**src/rtl/store_pkg.sv**
```systemverilog
// rtl/store_pkg.sv - store size encodings and queued store entry layout
package store_pkg;

    localparam int STORE_AW = 32;

    localparam logic [1:0] SZ_BYTE = 2'b00;
    localparam logic [1:0] SZ_HALF = 2'b01;
    localparam logic [1:0] SZ_WORD = 2'b10;
    localparam logic [1:0] SZ_RSVD = 2'b11;

    // Word address only; the byte offset is carried by be.
    typedef struct packed {
        logic [STORE_AW-3:0] addr;
        logic [31:0]         wdata;
        logic [3:0]          be;
    } store_entry_t;

endpackage

```
**src/rtl/store_fifo.sv**
```systemverilog
// rtl/store_fifo.sv - synchronous FIFO of store entries with flush and occupancy count
module store_fifo
    import store_pkg::*;
#(
    parameter int DEPTH = 4
) (
    input  logic                     clk,
    input  logic                     rst_n,
    input  logic                     flush,
    input  logic                     push,
    input  logic                     pop,
    input  store_entry_t             wr_entry,
    output store_entry_t             rd_entry,
    output logic [$clog2(DEPTH):0]   count,
    output logic                     full,
    output logic                     empty
);

    localparam int PW = $clog2(DEPTH);
    localparam int CW = PW + 1;

    store_entry_t   mem_q [DEPTH];
    logic [PW-1:0]  wr_ptr_q, wr_ptr_d;
    logic [PW-1:0]  rd_ptr_q, rd_ptr_d;
    logic [CW-1:0]  count_q, count_d;
    logic           do_push;
    logic           do_pop;

    assign full     = (count_q == CW'(DEPTH));
    assign empty    = (count_q == '0);
    assign count    = count_q;
    assign rd_entry = mem_q[rd_ptr_q];

    assign do_push = push && !full && !flush;
    assign do_pop  = pop && !empty && !flush;

    always_comb begin
        wr_ptr_d = wr_ptr_q;
        rd_ptr_d = rd_ptr_q;
        count_d  = count_q;
        if (flush) begin
            wr_ptr_d = '0;
            rd_ptr_d = '0;
            count_d  = '0;
        end else begin
            if (do_push) wr_ptr_d = wr_ptr_q + 1'b1;
            if (do_pop)  rd_ptr_d = rd_ptr_q + 1'b1;
            case ({do_push, do_pop})
                2'b10:   count_d = count_q + 1'b1;
                2'b01:   count_d = count_q - 1'b1;
                default: count_d = count_q;
            endcase
        end
    end

    always_ff @(posedge clk or negedge rst_n) begin
        if (!rst_n) begin
            wr_ptr_q <= '0;
            rd_ptr_q <= '0;
            count_q  <= '0;
        end else begin
            wr_ptr_q <= wr_ptr_d;
            rd_ptr_q <= rd_ptr_d;
            count_q  <= count_d;
        end
    end

    // Storage is deliberately left out of reset; validity lives in count_q.
    always_ff @(posedge clk) begin
        if (do_push) mem_q[wr_ptr_q] <= wr_entry;
    end

endmodule

```
**src/rtl/store_align_buffer.sv**
```systemverilog
// rtl/store_align_buffer.sv - narrows/replicates store data onto byte lanes and queues it for D-mem
module store_align_buffer
    import store_pkg::*;
#(
    parameter int DEPTH = 4,
    parameter int AW    = STORE_AW
) (
    input  logic                     clk,
    input  logic                     rst_n,
    input  logic                     flush,
    input  logic                     st_valid,
    output logic                     st_ready,
    input  logic [AW-1:0]            st_addr,
    input  logic [31:0]              st_data,
    input  logic [1:0]               st_size,
    output logic                     st_err,
    output logic                     mem_valid,
    input  logic                     mem_ready,
    output logic [AW-1:0]            mem_addr,
    output logic [31:0]              mem_wdata,
    output logic [3:0]               mem_be,
    output logic [$clog2(DEPTH):0]   count
);

    logic [31:0]  fmt_wdata;
    logic [3:0]   fmt_be;
    logic         fmt_err;
    logic         accept;
    logic         push;
    logic         pop;
    logic         fifo_full;
    logic         fifo_empty;
    logic         st_err_q, st_err_d;
    store_entry_t wr_entry;
    store_entry_t head;

    always_comb begin
        fmt_wdata = st_data;
        fmt_be    = 4'b0000;
        fmt_err   = 1'b0;
        case (st_size)
            SZ_BYTE: begin
                fmt_wdata = {4{st_data[7:0]}};
                fmt_be    = 4'b0001 << st_addr[1:0];
            end
            SZ_HALF: begin
                fmt_wdata = {2{st_data[15:0]}};
                fmt_be    = st_addr[1] ? 4'b1100 : 4'b0011;
                fmt_err   = st_addr[0];
            end
            SZ_WORD: begin
                fmt_wdata = st_data;
                fmt_be    = 4'b1111;
                fmt_err   = (st_addr[1:0] != 2'b00);
            end
            default: begin
                fmt_err   = 1'b1;
            end
        endcase
    end

    // An errored request still consumes the handshake but never reaches the queue.
    assign accept = st_valid && st_ready;
    assign push   = accept && !fmt_err;
    assign pop    = mem_valid && mem_ready;

    assign wr_entry.addr  = st_addr[AW-1:2];
    assign wr_entry.wdata = fmt_wdata;
    assign wr_entry.be    = fmt_be;

    store_fifo #(
        .DEPTH (DEPTH)
    ) u_fifo (
        .clk      (clk),
        .rst_n    (rst_n),
        .flush    (flush),
        .push     (push),
        .pop      (pop),
        .wr_entry (wr_entry),
        .rd_entry (head),
        .count    (count),
        .full     (fifo_full),
        .empty    (fifo_empty)
    );

    // Derived from the registered count only, so mem_ready never reaches st_ready.
    assign st_ready  = !fifo_full;
    assign mem_valid = !fifo_empty;
    assign mem_addr  = {head.addr, 2'b00};
    assign mem_wdata = head.wdata;
    assign mem_be    = head.be;

    assign st_err_d = accept && fmt_err;

    always_ff @(posedge clk or negedge rst_n) begin
        if (!rst_n) st_err_q <= 1'b0;
        else        st_err_q <= st_err_d;
    end

    assign st_err = st_err_q;

endmodule

```
**config.mk**
```make
export PLATFORM = sky130hd
export DESIGN_NAME = store_align_buffer
export DESIGN_NICKNAME = d
export VERILOG_FILES = /design/src/rtl/store_pkg.sv /design/src/rtl/store_fifo.sv /design/src/rtl/store_align_buffer.sv
export SDC_FILE = /design/constraint.sdc
export NUM_CORES = 1
export LEC_CHECK = 0
export BUFFER_PORTS_ARGS = -buffer_cell sky130_fd_sc_hd__buf_2
export CAP_MARGIN = 10
export CORE_MARGIN = 1.5
export CORE_UTILIZATION = 52
export CTS_BUF_LIST = sky130_fd_sc_hd__clkbuf_8
export DETAILED_ROUTE_END_ITERATION = 8
export PLACE_DENSITY_LB_ADDON = 0.15
export SKIP_CTS_REPAIR_TIMING = 1
export SYNTH_ARGS = -nofsm -noshare
export SYNTH_HDL_FRONTEND = slang
export SYNTH_HIERARCHICAL = 1
export SYNTH_SLANG_ARGS = --single-unit
export TNS_END_PERCENT = 50
```
**constraint.sdc**
```tcl
create_clock -name clk -period 6.2 [get_ports clk]
set_clock_uncertainty 0.05 [all_clocks]
set_input_delay 0.62 -clock clk [delete_from_list [all_inputs] [get_ports clk]]
set_output_delay 0.62 -clock clk [all_outputs]
set_load 0.05 [all_outputs]
```
# == After elaboration in Yosys (flattened, before gate mapping) ==
# Memory sizes are Yosys's and may differ from the RTL's.
# Cells that the tools add are included.
# classes
add_sub_neg,4
n_eq_ne,5
n_reduce_logical,18
n_mux,12
shifts,1
# op_table
cell,count
$pmux W32 S2,1
$pmux W4 S3,1
$logic_and A1 B1 Y1,8
$mux W2,4
$pmux W3 S2,1
$reduce_bool A2 Y1,3
$add A2 B1 Y2 const B,2
$eq A2 B1 Y1 const B,2
$eq A2 B2 Y1 const B,2
$logic_not A1 Y1,4
$mux W4,1
$shl A1 B2 Y4 const A,1
$add A3 B1 Y3 const B,1
$eq A3 B3 Y1 const B,1
$logic_not A3 Y1,1
$mux W3,1
$pmux W1 S3,1
$reduce_bool A3 Y1,1
$sub A3 B1 Y3 const B,1
$logic_not A2 Y1,1
$mux W1,2
# totals
ram_bits,264
ff_bits,8
output_inout_bits,74
memories,1
elab_cells,45
input_bits,71
# mem_list
name,depth,word_bits,rd,rd_clocked_by_memory_dff,write_ports,line_no,source
u_fifo.mem_q,4,66,1,0,1,store_fifo.sv:22,store_entry_t mem_q [DEPTH];

# == Logic depth before layout (Yosys ltp) ==
# logic_depth
ltp_word,9
ltp_mapped,12
ltp_nobuf,10

# == Modules after synthesis ==
# The synthesis kept the hierarchy.
# modules_own_cells
module,seq_area_each_um2,cells_each,area_per_inst_um2,instances
store_fifo,8102.8,410,10094.7,1
store_align_buffer,25.0,69,603.1,1

# == Worst setup path before layout ==
# OpenSTA, ideal clock, no wires.
# synth_timing
path_kind,flip-flop to flip-flop
startpoint,"register u_fifo.count_q[1], in the netlist u_fifo/count[1]"
endpoint,memory u_fifo/mem_q[0][0] in the netlist's numbering (enable)
path_buffers,1
path_stages_with_launch,8
setup_time_ns,0.431
t_required_ns,5.719
arrival_time_ns,3.301
synth_period_minus_slack_ns,3.782
setup_slack_ns,2.418
path_cell_list,dfrtp_1 nand2b_1 nor2_1 nor3b_2 buf_2 inv_1 nor3_1 and2_1
# synth_between
elab_chain_len,8
# synth_lines
element,line_no,source
start: declaration,store_fifo.sv:25,"logic [CW-1:0] count_q, count_d;"
start signal: assignment,store_fifo.sv:64,count_q <= count_d;
$eq A3 B3 Y1,store_fifo.sv:29,assign full = (count_q == CW'(DEPTH));
net fifo_full,store_align_buffer.sv:31,logic fifo_full;
$logic_not A1 Y1,store_align_buffer.sv:87,assign st_ready = !fifo_full;
$logic_and A1 B1 Y1,store_align_buffer.sv:63,assign accept = st_valid && st_ready;
$logic_and A1 B1 Y1,store_align_buffer.sv:64,assign push = accept && !fmt_err;
net push,store_align_buffer.sv:29,logic push;
$logic_and A1 B1 Y1 (2 in a row),store_fifo.sv:34,assign do_push = push && !full && !flush;
$mux W1,store_fifo.sv:70,if (do_push) mem_q[wr_ptr_q] <= wr_entry;
$mux W1 (not written as such),store_fifo.sv:70,
end: declaration,store_fifo.sv:22,
# The timed path passes the listed nets, and every way through them passes these cells.

# == Worst setup path after layout ==
# layout_timing
startpoint,register u_fifo.rd_ptr_q[0]
endpoint,output port mem_wdata[25]
# layout_between
elab_chain_len,1
# layout_lines
element,line_no,source
start: declaration,store_fifo.sv:24,"logic [PW-1:0] rd_ptr_q, rd_ptr_d;"
start signal: assignment,store_fifo.sv:63,rd_ptr_q <= rd_ptr_d;
$mem_v2 Z4 W66,n/a,
end: declaration,store_align_buffer.sv:20,"output logic [31:0] mem_wdata,"
# Every way passes these cells.

==> metrics.md <==
| Metric | Value |
|---|---|
| Outcome | finished clean |
| Fmax | 0.2735 GHz |
| Final Util | 0.6090 |
| Final nets | 719 |
| Drt drc | 0 |
| Antenna Cells | 0 |
| P&R area growth vs syn | 15.18% |
| Die area | 21440 sq um |
| HP Class | in2reg |
| CTS Buf Count | 45 |
| GRT Residual Overflow | 0 |
| Clk_lat worst skew | 530 ps |
| Num rows | 52 |
| Slew Viols, Final | 0 |
| Reg clk slew, reported paths | 60 ps |
| Synthesis Warnings | 6 |
| Antenna violations before repair | 0 |
| Cell Pwr Density | 297.8 nW/um^2 |
| FILL cells | 1476 |
| Post-route ant nets | 0 |
| # setup viols final | 0 |
| Die Wd | 146.4 microns |
| Vias | 5169 |
| CTS tree | built |
| Port buffer count | 142 |
| Max incr delay on CP | 1050 ps |
| Actual slew at the worst max-slew pin | 1054 ps |
| Bufs on Longest Clock Path | 3 |
| Starting Density | 0.5287 |
| Syn Area/Cell | 22.33 sq um |
| GRT busiest layer | met2 |
| Slew Limit Headroom | 0.2971 |
| I/O pin cnt | 145 |
| Final hold violations | 0 |
| Crit path cell chain | buf_4, mux4_2, buf_2 |
| WP data arrival | 2990 ps |
| Drt via density | 5.476 |
| RSZ-0062 raised after global routing | false |
| Sequential share of the synthesized area | 0.7598 |
| Final Critical Period | 3657 ps |
| Crit Path Max Fanout | 46 |
| Layout cells sized above 1 | 0.4228 |
| Met3 Use GR | 0.04156 |
| Post-Syn Area | 10700 sq um |
| Final estimated routing congestion in global placement | 0.7581 |
| Mapped Cells | 479 |
| Detailed-router iteration count before antenna repair | 4 |
| Vias in the first global route | 5522 |
| Iteration-0 DRC Markers | 360 |
| Count of cell types in the netlist | 41 |
| Met2 track demand over resource | 0.3057 |
| Wirelength, routed | 19350 microns |
| M1 GR Usage | 0.2544 |
| Largest net degree at the start of global routing | 68 |
| Die Y | 146.4 microns |
| Clock sinks | 272 |
| Synth Register Bits | 272 |
| Setup TNS Final | 0 ps |
| Leak | 4.228 nW |
| Peak VDD IR | 163.2 uV |
| Critical path startpoint category | register |
| Drt wl/cell | 20.50 microns |
| Crit. End Element | output port |
| Slowest cell on the critical path | dfrtp_4 |
| Wire length of the first global-routing pass | 30130 microns |
| CTS HTree Levels | 2 |
| Critical path type | reg2out |
| Tcrit/Tclk final | 0.5898 |
| Core ar. | 20230 sq um |
| Post-DP HPWL | 11140 microns |
| Worst Path Required | 5530 ps |
| Clock Tree Root | clkbuf_8 |
| Max-cap check violation count | 0 |
| Global Route Usage Sum | 0.1866 |
[power breakdown]
| part | switching, W | internal (W) |
|---|---|---|
| registers | 0.0000120 | 0.00206 |
| clock network | 0.000634 | 0.000713 |
| logic | 0.000175 | 0.0000800 |
| total | 0.000821 | 0.00285 |
[stage by stage]
step	cell area (sq um)	std cells	power, W	hold slack, ps	worst slack (ps)
floorplan	10700	480	0.002280	274.4	2418
CTS	12310	943	0.003712	-144.4	2416
detailed placement	11540	865	0.002362	431.9	2346
finish	12320	944	0.003669	257.0	2543
global route	12320	944	0.003821	233.8	2280
global placement	11540	865	0.002353	427.6	2567
[cell type report]
cell class | instances | area (sq um) | area share
well taps | 270 | 337.8 | 0.02742
repair buffers | 144 | 728.2 | 0.05910
clock buffers | 45 | 619.3 | 0.05026
flip-flops and latches | 272 | 8135 | 0.6602
inverters | 7 | 26.28 | 0.002132
clock inverters | 33 | 155.1 | 0.01259
multi-input cells | 173 | 2320 | 0.1883
[metal layers]
layer,share of wire,up-vias
li1,-,2307
met1,0.43,2639
met2,0.50,189
met3,0.057,34
met4,0.019,0
met5,0,-
[placed cells by master, fill, tap and decap left out, types with 2 or more instances in the layout]
master / netlist / final
inv_1: 7 / 21
xor2_1: 2 / 2
xnor2_1: 2 / 2
nor2_1: 11 / 11
conb_1: 1 / 2
clkbuf_8: 0 / 45
nor3_1: 4 / 4
dfrtp_4: 0 / 2
mux4_2: 66 / 66
mux2_2: 8 / 8
o21ai_0: 9 / 9
mux2_4: 8 / 8
o21a_1: 3 / 3
buf_2: 9 / 142
nand3_1: 2 / 2
clkinv_2: 0 / 4
o21ai_1: 4 / 4
ha_1: 4 / 4
and2_4: 0 / 4
dfrtp_1: 8 / 6
mux2i_1: 11 / 11
clkinv_1: 0 / 14
nand2b_1: 4 / 4
a21oi_1: 6 / 6
nand2_1: 9 / 9
edfxtp_1: 264 / 264
[registers in the layout (all words and copies together) (netlist names)]
register / cells
u_fifo/count: 3
st_err: 1
u_fifo/wr_ptr_q: 2
u_fifo/mem_q: 264
u_fifo/rd_ptr_q: 2
[cells in the mapped netlist (all sizes together)]
| library cell | n | area, sq um |
|---|---|---|
| dfrtp | 8 | 200.2 |
| conb | 1 | 3.750 |
| buf | 27 | 234.0 |
| o21a | 3 | 22.52 |
| o22ai | 1 | 6.260 |
| a21oi | 7 | 38.79 |
| o221ai | 1 | 8.760 |
| inv | 7 | 26.28 |
| nand2b | 4 | 25.02 |
| and2 | 4 | 25.02 |
| nor3 | 5 | 30.03 |
| mux4 | 66 | 1486 |
| edfxtp | 264 | 7928 |
| nand2 | 9 | 33.78 |
| xnor2 | 2 | 17.52 |
| mux2i | 11 | 110.1 |
| o21ai | 13 | 65.06 |
| nor2b | 1 | 6.260 |
| a21o | 1 | 7.510 |
| and3 | 1 | 6.260 |
| nand3b | 1 | 7.510 |
| fa | 1 | 20.02 |
| nor3b | 2 | 20.02 |
| clkbuf | 1 | 3.750 |
| mux2 | 16 | 210.2 |
| a31oi | 1 | 6.260 |
| nand3 | 2 | 10.01 |
| ha | 4 | 50.05 |
| o311a | 1 | 10.01 |
| nor2 | 12 | 61.31 |
| xor2 | 2 | 17.52 |
[cell families (layout without fill, tap and decap cells)]
kind of cell / count (synthesis) / count (layout) / synth area share
other: 1 / 2 / 0.0003505
DFF: 272 / 272 / 0.7598
xor gates and xnor gates: 4 / 4 / 0.003275
AOI/OAI and AO/OA: 28 / 28 / 0.01544
and+or+nand+nor: 41 / 41 / 0.02105
buffers and inverters: 35 / 229 / 0.02468
adders and majority gates: 5 / 5 / 0.006550
muxes: 93 / 93 / 0.1689
[worst paths after layout]
| check | cells past startpoint | end | slack, ps | startpoint |
|---|---|---|---|---|
| max | 3 | mem_wdata[25] | 2540 | u_fifo/rd_ptr_q[0]$_DFFE_PN0P_ |
| max in group asynchronous | 2 | u_fifo/rd_ptr_q[0]$_DFFE_PN0P_ | 5480 | rst_n |
| min | 1 | u_fifo/mem_q[0][56]$_DFFE_PP_ | 260 | st_addr[22] |
| min reg2reg | 2 | u_fifo/wr_ptr_q[1]$_DFFE_PN0P_ | 590 | u_fifo/wr_ptr_q[1]$_DFFE_PN0P_ |
| min in group asynchronous | 2 | st_err$_DFF_PN0_ | 420 | rst_n |
| max reg2reg | 6 | u_fifo/mem_q[1][49]$_DFFE_PP_ | 2830 | u_fifo/count[1]$_DFFE_PN0P_ |
[worst max-delay path: cells and delay by family, from the launching register on]
family / cells / cell delay (ps)
DFF: 1 / 1050
buffers and inverters: 2 / 780
muxes: 1 / 600
Power figures use the tool's default switching activity.
